[src/rtl/uart_tx_fifo.sv]
// uart_tx_fifo: UART transmitter (start, DATA_WIDTH data bits LSB first, one stop bit)
// with a small circular input FIFO. Frames run back to back while bytes are queued.
module uart_tx_fifo #(
  parameter int CLKS_PER_BIT    = 1042,
  parameter int DATA_WIDTH      = 8,
  parameter int FIFO_ADDR_WIDTH = 2
) (
  input  logic                  i_clk,
  input  logic                  i_rst_n,
  input  logic [DATA_WIDTH-1:0] i_data,
  input  logic                  i_valid,
  output logic                  o_ready,
  output logic                  o_tx,
  output logic                  o_busy
);

  localparam int DEPTH = 1 << FIFO_ADDR_WIDTH;
  localparam int TW    = $clog2(CLKS_PER_BIT);
  localparam int IW    = (DATA_WIDTH > 1) ? $clog2(DATA_WIDTH) : 1;

  localparam logic [TW-1:0]              T_LAST   = TW'(CLKS_PER_BIT - 1);
  localparam logic [TW-1:0]              T_ONE    = TW'(1);
  localparam logic [IW-1:0]              I_LAST   = IW'(DATA_WIDTH - 1);
  localparam logic [IW-1:0]              I_ONE    = IW'(1);
  localparam logic [FIFO_ADDR_WIDTH-1:0] PTR_ONE  = FIFO_ADDR_WIDTH'(1);
  localparam logic [FIFO_ADDR_WIDTH:0]   CNT_ONE  = (FIFO_ADDR_WIDTH + 1)'(1);
  localparam logic [FIFO_ADDR_WIDTH:0]   CNT_FULL = (FIFO_ADDR_WIDTH + 1)'(DEPTH);

  typedef enum logic [1:0] {IDLE, START, DATA, STOP} state_t;

  logic [DATA_WIDTH-1:0]      mem [DEPTH];
  logic [FIFO_ADDR_WIDTH-1:0] wr_ptr;
  logic [FIFO_ADDR_WIDTH-1:0] rd_ptr;
  logic [FIFO_ADDR_WIDTH:0]   count;
  logic                       push;
  logic                       pop;

  state_t                state_q, state_d;
  logic [TW-1:0]         timer_q, timer_d;
  logic [IW-1:0]         idx_q, idx_d;
  logic [DATA_WIDTH-1:0] shreg_q, shreg_d;
  logic                  tx_q, tx_d;

  assign o_ready = (count != CNT_FULL);
  assign push    = i_valid && o_ready;
  assign o_busy  = (state_q != IDLE) || (count != '0);
  assign o_tx    = tx_q;

  // FIFO storage: payload only, never needs clearing since count gates every read
  always_ff @(posedge i_clk) begin
    if (push) mem[wr_ptr] <= i_data;
  end

  // FIFO pointers and occupancy; simultaneous push and pop leave count unchanged
  always_ff @(posedge i_clk or negedge i_rst_n) begin
    if (!i_rst_n) begin
      wr_ptr <= '0;
      rd_ptr <= '0;
      count  <= '0;
    end else begin
      if (push) wr_ptr <= wr_ptr + PTR_ONE;
      if (pop)  rd_ptr <= rd_ptr + PTR_ONE;
      case ({push, pop})
        2'b10:   count <= count + CNT_ONE;
        2'b01:   count <= count - CNT_ONE;
        default: count <= count;
      endcase
    end
  end

  // FSM control registers, including the registered (glitch-free) TX line
  always_ff @(posedge i_clk or negedge i_rst_n) begin
    if (!i_rst_n) begin
      state_q <= IDLE;
      timer_q <= '0;
      idx_q   <= '0;
      tx_q    <= 1'b1;
    end else begin
      state_q <= state_d;
      timer_q <= timer_d;
      idx_q   <= idx_d;
      tx_q    <= tx_d;
    end
  end

  // Shift register holds the byte in flight; loaded on every pop
  always_ff @(posedge i_clk) begin
    shreg_q <= shreg_d;
  end

  // Next-state logic; the TX line value is derived from the next state so it is registered
  always_comb begin
    state_d = state_q;
    timer_d = timer_q;
    idx_d   = idx_q;
    shreg_d = shreg_q;
    pop     = 1'b0;
    tx_d    = 1'b1;
    case (state_q)
      IDLE: begin
        if (count != '0) begin
          pop     = 1'b1;
          shreg_d = mem[rd_ptr];
          timer_d = '0;
          idx_d   = '0;
          state_d = START;
        end
      end
      START: begin
        if (timer_q == T_LAST) begin
          timer_d = '0;
          state_d = DATA;
        end else begin
          timer_d = timer_q + T_ONE;
        end
      end
      DATA: begin
        if (timer_q == T_LAST) begin
          timer_d = '0;
          shreg_d = shreg_q >> 1;
          if (idx_q == I_LAST) state_d = STOP;
          else                 idx_d   = idx_q + I_ONE;
        end else begin
          timer_d = timer_q + T_ONE;
        end
      end
      STOP: begin
        if (timer_q == T_LAST) begin
          timer_d = '0;
          if (count != '0) begin
            // Chain straight into the next start bit so frames stay contiguous
            pop     = 1'b1;
            shreg_d = mem[rd_ptr];
            idx_d   = '0;
            state_d = START;
          end else begin
            state_d = IDLE;
          end
        end else begin
          timer_d = timer_q + T_ONE;
        end
      end
      default: state_d = IDLE;
    endcase
    case (state_d)
      START:   tx_d = 1'b0;
      DATA:    tx_d = shreg_d[0];
      default: tx_d = 1'b1;
    endcase
  end

endmodule

[config.mk]
export PLATFORM = sky130hd
export DESIGN_NAME = uart_tx_fifo
export DESIGN_NICKNAME = d
export VERILOG_FILES = /design/src/rtl/uart_tx_fifo.sv
export SDC_FILE = /design/constraint.sdc
export NUM_CORES = 1
export LEC_CHECK = 0
export CAP_MARGIN = 20
export CELL_PAD_IN_SITES_DETAIL_PLACEMENT = 1
export CELL_PAD_IN_SITES_GLOBAL_PLACEMENT = 1
export CORE_MARGIN = 1
export CORE_UTILIZATION = 54
export CTS_CLUSTER_DIAMETER = 120
export DETAILED_ROUTE_END_ITERATION = 12
export GPL_TIMING_DRIVEN = 0
export PLACE_DENSITY = 0.86
export SLEW_MARGIN = 20
export SYNTH_ARGS = -nofsm -noshare
export SYNTH_HDL_FRONTEND = slang
export SYNTH_SLANG_ARGS = --single-unit
[constraint.sdc]
create_clock -name i_clk -period 4.35 [get_ports i_clk]
set_clock_uncertainty 0.2 [all_clocks]
set_input_delay 1.0875 -clock i_clk [delete_from_list [all_inputs] [get_ports i_clk]]
set_output_delay 1.0875 -clock i_clk [all_outputs]
set_load 0.02 [all_outputs]
==> run metrics, run 1 <==
Max clock buf depth 2; multi-input logic area 1222 um^2; Netlist cell types 49; vias in the first global route 2231; # IOs 14; Hold Violations, Final 0; vias per std cell 6.018; Mapped Cells 233; Fin Hold WS 300.6 ps; Post-Syn Nets 259; Hold Buf Count CTS 0; CP Capture Type output port; Max stage delay on crit path 600 ps; synthesis-to-layout area growth 13.79%; period utilization 90.17%; Worst-path clk slew 80 ps; DRT Pass-1 Iters 4; crit path cell chain nor3_1, and2_1, clkbuf_1, inv_1, clkdlybuf4s50_1; WS Path Type flop to output port; Ant. Diodes 0; Nets 283; Setup TNS 0 ps; Startpoint Class flop; post-synth top area share 37.85%; root buffer cell clkbuf_8; routed length per instance 21.41 um; DRC 0; global route overflow 0; placed insts 318; Tmin final 3923 ps; EDFF count, synth 39; HPWL Detailed 4802 um; clock sink total 64; first-pass GRT wire length 11850 um; pin count of the biggest net entering global routing 25; Post-synth top flop edfxtp_1; post-synthesis average cell area 13.28 um^2; Core Box Area 5507 um^2; critical path's slowest cell nor3_1; row cnt 27; H-tree depth 3; Yosys top cell by area edfxtp_1; CTS buffer count 9; Pwr Density 453.0 nW/um^2; Pleak 1.290 nW; CTS tree yes; Die Area 6037 um^2; Reg area 1793 um^2; worst hold path class flop to flop; fin cells 334; Tot GR Track Use 27.14%; Post-Syn Area 3094 um^2; PostCTS Resize Cnt 0; pin slew with the least headroom to its limit 743.2 ps; post-route setup slack 427.4 ps; pre-CTS setup slack 862.8 ps; Worst-Skew Late Latency 360 ps; CP arrival 2640 ps; worst vdd ir 0.3829 mV; Die H 77.70 um; Setup-failing EPs final 0; Buffers on Ports 13; setup bufs post-CTS 0; Final Max Slew Viols 0; fraction of registers with async set/reset 37.50%; Starting DRT DRC Count 130; vias 2010; Final GP Congestion 0.7479; RSZ-0062 raised after global routing no; top post-synthesis cells by area edfxtp_1 38%, dfrtp_1 19%, mux4_2 5.8%; fin area 3521 um^2; Die W 77.70 um; largest fanout on the critical path 10; sequential area share after synthesis 57.95%; Yosys reg bits 64; status finished, final reports clean; Critical Path RT 3060 ps; maximum clock frequency 254.9 MHz; Initial Utilization 56.19%; Routed Antenna Nets 0; # fillers 545; layout cells sized above 1 14.12%; number of antenna violations at the first check in global routing 0; Max Cap Violations 0; warnings from Yosys 0; Rel. slew slack 49.03%; Total Wirelength 7150 um; DP Area 3309 um^2
-- worst paths after layout --
| kind | start | end | slack [ps] | cells after the start |
|---|---|---|---|---|
| max | count[0] | o_busy | 430 | 5 |
| min | shreg_q[0] | o_tx | 300 | 2 |
| max reg2reg | timer_q[1] | count[2] | 1080 | 11 |
| min reg2reg | shreg_q[0] | o_tx | 300 | 2 |
| max in group asynchronous | i_rst_n | timer_q[5] | 3050 | 1 |
| min in group asynchronous | i_rst_n | idx_q[1] | 520 | 1 |
-- cells in the final DEF, fill, tap and decap left out, types with 5 or more instances in the layout --
master           synthesis  routed
edfxtp_1                39      39
o21ai_0                 24      24
dfrtp_1                 23      23
nand2_1                 18      18
ha_1                    14      14
inv_1                   13      13
clkdlybuf4s50_1          0      12
nor2_1                  11      11
mux2i_1                  9       9
clkbuf_8                 0       9
mux4_2                   8       8
nor3_1                   6       6
and3_1                   6       6
nand3_1                  5       5
a31oi_1                  5       5
-- critical path: cells and delay by family (launching register included) --
| kind | cells | cell delay (ps) |
|---|---|---|
| and+or+nand+nor | 2 | 850 |
| DFF | 1 | 430 |
| buffers and inverters | 3 | 1010 |
-- metal layers --
metal / GRT usage [%] / vias up / routed length [um]
li1: - / 930 / -
met1: 34.08 / 1009 / 3087
met2: 43.45 / 54 / 3525
met3: 6.941 / 17 / 285
met4: 13.96 / 0 / 251
met5: 0 / - / 0
-- state kept, by name, summed over array words and instances (netlist names) --
register and flops:
count 3, state_q 2, o_tx 1, idx_q 3
mem 32, timer_q 11, rd_ptr 2, wr_ptr 2
shreg_q 8
-- cells by family after synthesis --
family | after synthesis | share of synthesized area (%)
xor+xnor | 6 | 1.699
buf+inv | 19 | 2.547
compound gates | 48 | 10.72
fa+ha+maj | 15 | 6.308
flops | 64 | 57.95
mux | 18 | 9.098
simple gates | 63 | 11.69
-- metrics by stage --
stage	util, %	total power [mW]
after floorplan	-	0.9363
after global placement	60.19	0.9993
after detailed placement	60.10	1.037
after CTS	63.94	1.598
after global routing	63.94	1.644
final	63.94	1.595
-- cell type report --
type / instances / share of cell area (%)
sequential: 64 / 50.92
multi-input combinational: 150 / 34.72
clock buffer: 10 / 3.625
timing repair buffer: 13 / 3.554
tap: 72 / 2.559
clock inverter: 6 / 2.381
inverter: 13 / 1.386
buffer: 6 / 0.8529
-- report_power, final --
part,internal [mW],switching (mW)
Combinational,0.0987,0.148
Sequential,0.735,0.0415
Clock,0.320,0.251
Total,1.15,0.441
-- synth_stat cells (2+ instances only) --
master    number
xnor2_1        3
xor2_1         3
and2_1         3
mux2i_1        9
nor2_1        11
o31ai_1        4
buf_2          3
o21ai_0       24
nor3_1         6
a22o_1         2
and3_1         6
o41ai_1        2
ha_1          14
edfxtp_1      39
inv_1         13
dfrtp_1       23
mux4_2         8
nor3b_2        2
nand3_1        5
o21a_1         2
nand2_1       18
a31oi_1        5
nand4_1        2
No activity file was read; power rests on OpenSTA's default activity.
==> run 2: changes to the inputs <==
--- a/config.mk
+++ b/config.mk
@@ -14,6 +14,7 @@
 export DETAILED_ROUTE_END_ITERATION = 12
 export GPL_TIMING_DRIVEN = 0
 export PLACE_DENSITY = 0.86
+export SKIP_LAST_GASP = 1
 export SLEW_MARGIN = 20
 export SYNTH_ARGS = -nofsm -noshare
 export SYNTH_HDL_FRONTEND = slang
==> results of run 2 <==
No change in the layout: final DEF, timing and power equal those of run 1.
==> run 3: changes to the inputs <==
--- a/config.mk
+++ b/config.mk
@@ -5,10 +5,9 @@
 export SDC_FILE = /design/constraint.sdc
 export NUM_CORES = 1
 export LEC_CHECK = 0
-export CAP_MARGIN = 20
-export CELL_PAD_IN_SITES_DETAIL_PLACEMENT = 1
+export CELL_PAD_IN_SITES_DETAIL_PLACEMENT = 0
 export CELL_PAD_IN_SITES_GLOBAL_PLACEMENT = 1
-export CORE_MARGIN = 1
+export CORE_MARGIN = 4
 export CORE_UTILIZATION = 54
 export CTS_CLUSTER_DIAMETER = 120
 export DETAILED_ROUTE_END_ITERATION = 12
==> run 3 against run 2 <==
Critical path depth stayed put; combinational power is 8% lower; via count is 5.1% lower; core utilization is 0.096 points lower; critical path type unchanged; total power is 0.75% lower.
==> run metrics, run 3 (synthesis gave the netlist of run 1 again) <==
global route overflow 0 (unchanged); Die H 83.70 um (+7.7%); Max Cap Violations 0 (unchanged); Die Area 7005 um^2 (+16%); clock sink total 64 (unchanged); crit path launch count[0]; RSZ-0062 raised after global routing no; Hold Buf Count CTS 0 (unchanged); internal power 1.159 mW (+0.49%); Final Max Slew Viols 0 (unchanged); met3 wire length 188 um (-34%); Tot GR Track Use 17.45% (-9.7 points); routed length per instance 16.77 um (-22%); vias in the first global route 1932 (-13%); # IOs 14 (unchanged); pin count of the biggest net entering global routing 25 (unchanged); Core Box Area 5540 um^2 (+0.61%); Pleak 1.304 nW (+1.1%); Routed Antenna Nets 0 (unchanged); PostCTS Resize Cnt 0 (unchanged); DRT Pass-1 Iters 4 (unchanged); power share of the sequential group 48.8% (about the same); worst vdd ir 0.3521 mV (-8.1%); status finished, final reports clean; pin slew with the least headroom to its limit 726.9 ps (-16.28 ps); DRC 0 (unchanged); root buffer cell clkbuf_8; row cnt 27 (unchanged); FF-to-FF End count[2]; crit path to o_busy; Tmin final 3793 ps (-129.8 ps); Pwr Density 447.5 nW/um^2 (-1.2%); Max clock buf depth 2 (unchanged); worst hold path class flop to flop; setup bufs post-CTS 0 (unchanged); Initial Utilization 55.85% (-0.34 points); met2 WL 2540 um (-28%); Starting DRT DRC Count 138 (+6.2%); commonest non-fill, non-tap cell in the layout edfxtp_1; Rel. slew slack 50.15% (+1.1 points); Setup-failing EPs final 0 (unchanged); CTS tree yes; Gate power share 14.4% (-1.1 points); Reg2Reg Depth 11 (unchanged); post-route setup slack 557.3 ps (+129.8 ps); Clock Power Share 36.9% (+1.1 points); Ant. Diodes 0 (unchanged); Nets 283 (unchanged); worst reg-to-reg setup slack 1340 ps (+260 ps); WS Path Type flop to output port; largest fanout on the critical path 10 (unchanged); CP Capture Type output port; Critical Path RT 3060 ps (about the same); first-pass GRT wire length 9680 um (-18%); Final GP Congestion 0.8456 (+13%); maximum clock frequency 263.7 MHz (+3.4%); Setup TNS 0 ps (unchanged); Buffers on Ports 13 (unchanged); CP arrival 2510 ps (-130 ps); max reg flops 32 (unchanged); pre-CTS setup slack 934.1 ps (+71.24 ps); Net Sw Frac 26.75% (-0.90 points); worst r2r src timer_q[1]; highest routing layer actually used met4; CTS buffer count 9 (unchanged); Fin Hold WS 285.4 ps (-15.21 ps); Largest Register mem; Worst-path clk slew 70 ps (about the same); HPWL Detailed 3894 um (-19%); top flop regs mem x32, timer_q x11, shreg_q x8; H-tree depth 3 (unchanged); Overall Power 1.583 mW (-0.75%); period utilization 87.19% (-3.0 points); number of antenna violations at the first check in global routing 0 (unchanged); Die W 83.70 um (+7.7%); Worst-Skew Late Latency 350 ps (about the same); vias per std cell 5.710 (-5.1%); vias 1907 (-5.1%); layout cells sized above 1 14.89% (+0.76 points); Total Wirelength 5602 um (-22%); Sw Pwr 0.4234 mW (-4.0%); Startpoint Class flop; synthesis-to-layout area growth 14.31%; Hold Violations, Final 0 (unchanged); most frequent cells in the layout 39 x edfxtp_1, 24 x o21ai_0, 23 x dfrtp_1; Post-Route M1 WL 2775 um (-10%)
-- run 3: cell count changes in the layout (fill, tap and decap cells not counted) --
cell	change
inv_6	+1
clkbuf_1	-1
clkinvlp_4	-2
clkinv_2	-1
clkinv_4	+4
clkinv_1	-1
-- run 3: critical path, stage by stage, from the launching register on --
cell and delay (ps):
dfrtp_1 420, nor3_1 480, and2_1 240, clkbuf_1 360, inv_1 110, clkdlybuf4s50_1 560
-- run 3: routing by layer --
metal	vias to the layer above	global-route usage, %
li1	933	-
met1	938	25.34
met2	28	25.67
met3	8	2.962
met4	0	7.895
met5	-	0
-- run 3: area by class of cell --
| cell class | count | area (um^2) |
|---|---|---|
| fill | 445 | 2003 |
| inverter | 13 | 48.80 |
| sequential | 64 | 1793 |
| buffer | 6 | 30.03 |
| tap | 72 | 90.09 |
| clock buffer | 9 | 123.9 |
| multi-input combinational | 150 | 1222 |
| clock inverter | 7 | 103.9 |
| timing repair buffer | 13 | 125.1 |
-- run 3: worst min-delay path by stage --
stage	start	to	depth (start not counted)
floorplan	shreg_q[0]	o_tx	2
global placement	shreg_q[0]	o_tx	2
detailed placement	shreg_q[0]	shreg_q[0]	2
CTS	shreg_q[0]	o_tx	2
global route	shreg_q[0]	o_tx	2
finish	shreg_q[0]	o_tx	2
-- run 3: metrics by stage --
stage	cells	utilization (%)	cell area, um^2
floorplan	233	-	3094
global placement	318	59.82	3314
detailed placement	318	59.73	3309
CTS	334	63.84	3537
global route	334	63.84	3537
finish	334	63.84	3537
-- run 3: power by group through the flow --
stage / clock network [mW] / logic (mW) / registers, mW
after global placement: 0 / 0.223 / 0.779
after detailed placement: 0 / 0.231 / 0.786
after global routing: 0.618 / 0.259 / 0.783
after floorplan: 0 / 0.165 / 0.771
after CTS: 0.589 / 0.233 / 0.773
final: 0.583 / 0.228 / 0.772
